### config.mk
export PLATFORM = sky130hd
export DESIGN_NAME = io_input_debounce
export DESIGN_NICKNAME = d
export VERILOG_FILES = /design/src/rtl/io_input_debounce.sv
export SDC_FILE = /design/constraint.sdc
export NUM_CORES = 1
export LEC_CHECK = 0
export CORE_MARGIN = 3
export CORE_UTILIZATION = 45
export CTS_BUF_LIST = sky130_fd_sc_hd__clkbuf_4 sky130_fd_sc_hd__clkbuf_8 sky130_fd_sc_hd__clkbuf_16
export CTS_CLUSTER_SIZE = 10
export DETAILED_ROUTE_END_ITERATION = 12
export GPL_TIMING_DRIVEN = 0
export PLACE_DENSITY = 0.69
export SYNTH_ARGS = -nofsm -noshare
export SYNTH_HDL_FRONTEND = slang
export SYNTH_SLANG_ARGS = --single-unit
### constraint.sdc
create_clock -name i_clk -period 2.15 [get_ports i_clk]
set_input_delay 0.215 -clock i_clk [delete_from_list [all_inputs] [get_ports i_clk]]
set_output_delay 0.215 -clock i_clk [all_outputs]
set_load 0.01 [all_outputs]
### src/rtl/io_input_debounce.sv
// ---------------------------------------------------------------------------
// io_input_debounce
//
// Conditions the board inputs that the core reads through its load/store
// unit. Raw slide switches and push buttons are synchronised to i_clk,
// every button is debounced, and the block produces debounced button levels
// plus sticky press-event flags that the core clears per bit.
//
// Parameters
//   DB_CYCLES  cycles a synchronised input must differ from its stable value
//              before the stable value updates (legal 1..2**CNT_W)
//   CNT_W      width of each debounce counter
//
// Ports
//   i_clk      core clock, rising edge
//   i_rst      synchronous active-high reset
//   i_sw_raw   [31:0] raw switches, asynchronous, active-high
//   i_btn_raw  [3:0]  raw buttons, asynchronous, active-low (0 = pressed)
//   i_evt_clr  [3:0]  per-bit clear strobe for o_btn_evt
//   o_io_sw    [31:0] conditioned switch levels
//   o_io_btn   [3:0]  debounced button levels, active-high (1 = pressed)
//   o_btn_evt  [3:0]  sticky press flags, active-high
//
// Build option
//   IO_DEBOUNCE_SW_EN  when defined, every switch bit is debounced with the
//                      same rules as the buttons (no switch event flags).
//                      When undefined, switches are only synchronised.
// ---------------------------------------------------------------------------

// Per-bit debounce counter. The stable value itself lives in the parent so
// that the parent can register outputs and press events on the same edge the
// stable value changes; this cell only decides what the next stable value is.
module io_input_debounce_cnt #(
   parameter int unsigned DB_CYCLES = 500000,
   parameter int unsigned CNT_W     = 20
) (
   input  logic i_clk,
   input  logic i_rst,
   input  logic i_din,         // synchronised input bit
   input  logic i_stable,      // current stable value held by the parent
   output logic o_stable_nxt   // stable value after the coming edge
);

   localparam logic [CNT_W-1:0] CNT_LAST = CNT_W'(DB_CYCLES - 1);

   logic [CNT_W-1:0] cnt;
   logic [CNT_W-1:0] cnt_nxt;

   // NOTE: every signal written in always_comb gets a default first, so no
   // path leaves it unassigned and no latch is inferred.
   always_comb begin
      cnt_nxt      = '0;
      o_stable_nxt = i_stable;
      if (i_din != i_stable) begin
         if (cnt == CNT_LAST) begin
            // Input held long enough: accept it, count restarts from 0.
            o_stable_nxt = i_din;
         end else begin
            cnt_nxt = cnt + CNT_W'(1);
         end
      end
      // Any return to the stable value leaves cnt_nxt at 0, discarding a
      // partial count, so short pulses never reach CNT_LAST.
   end

   // NOTE: sequential state uses non-blocking assignments so every flop
   // samples the pre-edge values regardless of statement order.
   always_ff @(posedge i_clk) begin
      if (i_rst) begin
         cnt <= '0;
      end else begin
         cnt <= cnt_nxt;
      end
   end

endmodule

module io_input_debounce #(
   parameter int unsigned DB_CYCLES = 500000,
   parameter int unsigned CNT_W     = 20
) (
   input  logic        i_clk,
   input  logic        i_rst,
   input  logic [31:0] i_sw_raw,
   input  logic [3:0]  i_btn_raw,
   input  logic [3:0]  i_evt_clr,
   output logic [31:0] o_io_sw,
   output logic [3:0]  o_io_btn,
   output logic [3:0]  o_btn_evt
);

   localparam int unsigned N_SW  = 32;
   localparam int unsigned N_BTN = 4;

   logic [N_SW-1:0]  sw_sync1;
   logic [N_SW-1:0]  sw_sync2;
   logic [N_BTN-1:0] btn_sync1;
   logic [N_BTN-1:0] btn_sync2;
   logic [N_BTN-1:0] btn_stable;
   logic [N_BTN-1:0] btn_stable_nxt;

   // Two-flop synchronisers. Buttons are active-low, so their flops reset to
   // the released level (1) and a held button cannot look like a fresh
   // transition out of reset.
   // NOTE: the synchroniser flops are reset deliberately so the debounce
   // logic sees a defined level on the first cycle after reset.
   always_ff @(posedge i_clk) begin
      if (i_rst) begin
         sw_sync1  <= '0;
         sw_sync2  <= '0;
         btn_sync1 <= '1;
         btn_sync2 <= '1;
      end else begin
         sw_sync1  <= i_sw_raw;
         sw_sync2  <= sw_sync1;
         btn_sync1 <= i_btn_raw;
         btn_sync2 <= btn_sync1;
      end
   end

   for (genvar g = 0; g < N_BTN; g++) begin : g_btn
      io_input_debounce_cnt #(
         .DB_CYCLES (DB_CYCLES),
         .CNT_W     (CNT_W)
      ) u_cnt (
         .i_clk        (i_clk),
         .i_rst        (i_rst),
         .i_din        (btn_sync2[g]),
         .i_stable     (btn_stable[g]),
         .o_stable_nxt (btn_stable_nxt[g])
      );
   end

   // Stable value, level output and press flags all move on the same edge.
   // A press is stable going 1->0; it is OR-ed in after the clear so a press
   // and a clear on the same edge leave the flag set.
   always_ff @(posedge i_clk) begin
      if (i_rst) begin
         btn_stable <= '1;
         o_io_btn   <= '0;
         o_btn_evt  <= '0;
      end else begin
         btn_stable <= btn_stable_nxt;
         o_io_btn   <= ~btn_stable_nxt;
         o_btn_evt  <= (btn_stable & ~btn_stable_nxt) | (o_btn_evt & ~i_evt_clr);
      end
   end

`ifdef IO_DEBOUNCE_SW_EN
   logic [N_SW-1:0] sw_stable;
   logic [N_SW-1:0] sw_stable_nxt;

   for (genvar g = 0; g < N_SW; g++) begin : g_sw
      io_input_debounce_cnt #(
         .DB_CYCLES (DB_CYCLES),
         .CNT_W     (CNT_W)
      ) u_cnt (
         .i_clk        (i_clk),
         .i_rst        (i_rst),
         .i_din        (sw_sync2[g]),
         .i_stable     (sw_stable[g]),
         .o_stable_nxt (sw_stable_nxt[g])
      );
   end

   always_ff @(posedge i_clk) begin
      if (i_rst) begin
         sw_stable <= '0;
      end else begin
         sw_stable <= sw_stable_nxt;
      end
   end

   assign o_io_sw = sw_stable;
`else
   assign o_io_sw = sw_sync2;
`endif

endmodule

==> flow_summary.ini <==
[finish]
syn2layout_area_growth_pct = 27.3
final_core_util = 0.599
antenna_cells = 0
design.final.nets = 777
share_of_post_route_cells_with_drive_strength_above_1 = 0.0941
stdcell_count = 916
filler_cell_count = 1108
postLayoutCellArea_sq_mm = 0.00774

[synthesis]
synth.ff_latch_count = 164
synth_sequential_area_ratio = 0.540
synthesis.instances = 626
ys_top_cells_by_count = 164 x dfxtp_1, 71 x nor2_1, 65 x nor2b_1, 38 x xnor2_1, 28 x nand3_1
syn_avg_cell_area_sq_um = 9.71
synth_area_sq_mm = 0.00608
dominantRegCellSynth = dfxtp_1
syn_nets = 672
count_of_synthesis_stage_warnings_from_yosys = 0
synth.most_common_cell = dfxtp_1
synth-edff-count = 0
yosys.area.top_type_share = 0.540
post-synth-top-area-cell = dfxtp_1
netlist_top_cells_area = dfxtp_1 54%, nor2b_1 6.7%, xnor2_1 5.5%, nor2_1 4.4%, nand3_1 2.3%
ys_types = 44
asyncSetResetFlopFracSynth = 0

[timing]
timing.max_slew.rel_slack = 0.636
fmax_mhz = 481
final_cycle_share = 0.967
slew_worst_pin_ns = 0.546
final-setup-viol-count = 0
fin_ws_ns = 0.0716
timing.final.hold_violations = 0
slew_viol_final = 0
period_needed_ns = 2.08
skew_ns = 0.00839

[route]
route.top_layer_used = met4
drc = 0
met3_wirelength_um = 799
route.vias.total = 4730
met1Wirelength_um = 5580
postRouteWirelength_um = 12500
average_detailed_routed_wire_length_per_instance_um = 13.6
vias_per_cell = 5.16
drt-pass1-iter-count = 4
postRouteAntennaNets = 0
drtIter0Drc = 205
met2WireLength_um = 5850

[clock_tree]
htreeDepth = 4
cts_hold_buf = 0
clock_latency_ns = 0.42
cts_inserted_buffers = 17
cts_max_path_buffers = 2
clkTransAtPathRegs_ns = 0.06
clock-root-buffer = clkbuf_16
tritoncts = built
number_of_clock_sinks = 164

[worst_hold_path]
holdCritStartpoint = i_sw_raw[6]
hold-path-cell-count = 2
hold_path_end = sw_sync1[6]$_SDFF_PP0_
hold_path.class = in -> reg

[place]
io_buffers = 81
preCtsSetupSlack_ns = -0.0691
gpl.final_weighted_congestion = 0.834
place.detailed.hpwl_um = 8850
dp.cells = 879
placedInstanceArea_sq_mm = 0.00710

[worst_setup_path]
cp_max_fo = 10
wp_data_required_ns = 2.44
timing.setup.critical_path_class = reg -> reg
crit-reg2reg-launch = g_btn[0].u_cnt.cnt[11]$_SDFF_PP0_
worstRegToRegCells = 5
worst_setup_path_start_kind = flop
critical_path.endpoint_type = flop
critPathArrivalTime_ns = 2.37
rr_endpoint = g_btn[0].u_cnt.cnt[17]$_SDFF_PP0_
worst-r2r-setup-slack_ns = 0.07

[pwr]
p_per_area_mw_per_mm2 = 798
ir_worst_vdd_v = 0.000459
p_leak_nw = 2.50

[global_route]
gr-total-overflow = 0
global_route.usage.total = 0.176
global_route_wire_length_before_repair_um = 21000
first_global_vias = 4622
grt_antenna_before_repair = 0
grt_max_degree = 17

[floorplanning]
die_h_um = 122
initial_utilization = 0.470
die_x_um = 122
num_rows = 41
core-area_sq_mm = 0.0129
pin_count = 82
fp.dieArea_sq_mm = 0.0149

[run_status]
run_status = complete, no violations

[job]
drv_cap = 0
## critical path, stage by stage, from the launching register on
cell and delay (ns):
dfxtp_1 0.37, or4_4 0.58, or4b_4 0.54, o31ai_4 0.23
buf_6 0.18, a21oi_1 0.06
## worst max path at each step
stage,slack [ns],end,cells past startpoint,from
2_1_floorplan,0.20,g_btn[3].u_cnt.cnt[18]$_SDFF_PP0_,5,g_btn[3].u_cnt.cnt[0]$_SDFF_PP0_
6_report,0.07,g_btn[0].u_cnt.cnt[17]$_SDFF_PP0_,5,g_btn[0].u_cnt.cnt[11]$_SDFF_PP0_
4_1_cts,0.03,o_io_btn[0]$_SDFF_PP0_,4,g_btn[0].u_cnt.cnt[15]$_SDFF_PP0_
3_5_place_dp,-0.07,btn_sync2[0]$_SDFF_PP1_,4,i_rst
5_1_grt,-0.002,o_io_btn[0]$_SDFF_PP0_,4,g_btn[0].u_cnt.cnt[16]$_SDFF_PP0_
3_3_place_gp,-0.09,o_io_btn[2]$_SDFF_PP0_,4,i_rst
## registers in the layout, indices dropped and copies added (netlist names)
register,flops
o_io_btn,4
o_btn_evt,4
btn_sync1,4
g_btn.u_cnt.cnt,80
sw_sync1,32
btn_sync2,4
btn_stable,4
o_io_sw,32
## where the power goes
group          internal (W)  leakage [nW]  switching (W)
combinational      0.000149         0.884      0.0000891
clock               0.00155         0.280        0.00127
sequential          0.00310          1.34      0.0000178
total               0.00480          2.50        0.00138
## cell families after synthesis
group                    share of synthesized area
AND/OR/NAND/NOR                              0.284
flip-flops                                   0.540
AO/OA/AOI/OAI                               0.0613
XOR/XNOR                                    0.0778
buffers and inverters                       0.0253
adder cells (fa/ha/maj)                    0.00823
multiplexers                               0.00350
## metal layers
layer,GRT usage,vias to the layer above
met2,0.289,140
met3,0.0539,27
li1,-,2366
met5,0,-
met1,0.210,2197
met4,0.0833,0
## per-stage QoR
| stage | hold WS (ns) | setup TNS, ns | power [W] |
|---|---|---|---|
| after floorplan | 0.319 | 0 | 0.00328 |
| after global placement | 0.392 | -0.399 | 0.00342 |
| after detailed placement | 0.393 | -1.09 | 0.00343 |
| after CTS | 0.321 | 0 | 0.00626 |
| after global routing | 0.322 | -0.00181 | 0.00642 |
| final | 0.341 | 0 | 0.00618 |
## layout make-up
| cell class | instances | area [sq um] | share of cell area |
|---|---|---|---|
| clock inverters | 14 | 116 | 0.0150 |
| flip-flops and latches | 164 | 3280 | 0.424 |
| clock buffers | 18 | 439 | 0.0567 |
| plain buffers | 20 | 100 | 0.0129 |
| multi-input cells | 426 | 2680 | 0.346 |
| well taps | 172 | 215 | 0.0278 |
| repair buffers | 86 | 848 | 0.110 |
| inverters | 16 | 60.1 | 0.00776 |
## cell usage in the layout (no fill, tap or decap), drive strengths merged, types with 16 or more instances in the layout
| cell type | count |
|---|---|
| xnor2 | 38 |
| nand4 | 20 |
| inv | 25 |
| xor2 | 16 |
| dfxtp | 164 |
| nor2 | 71 |
| clkdlybuf4s50 | 81 |
| nand2 | 23 |
| or3 | 17 |
| clkbuf | 35 |
| nor2b | 65 |
| a21oi | 25 |
| or4 | 16 |
| nand3 | 28 |
## timing repair
item | 4_1_cts | 5_1_grt
setup buffers | 1 | 4
pin swaps | 0 | 3
gates resized for setup | 1 | 13
setup endpoints to repair | 12 | 53
Note: power is estimated with default switching activity, not from simulation.
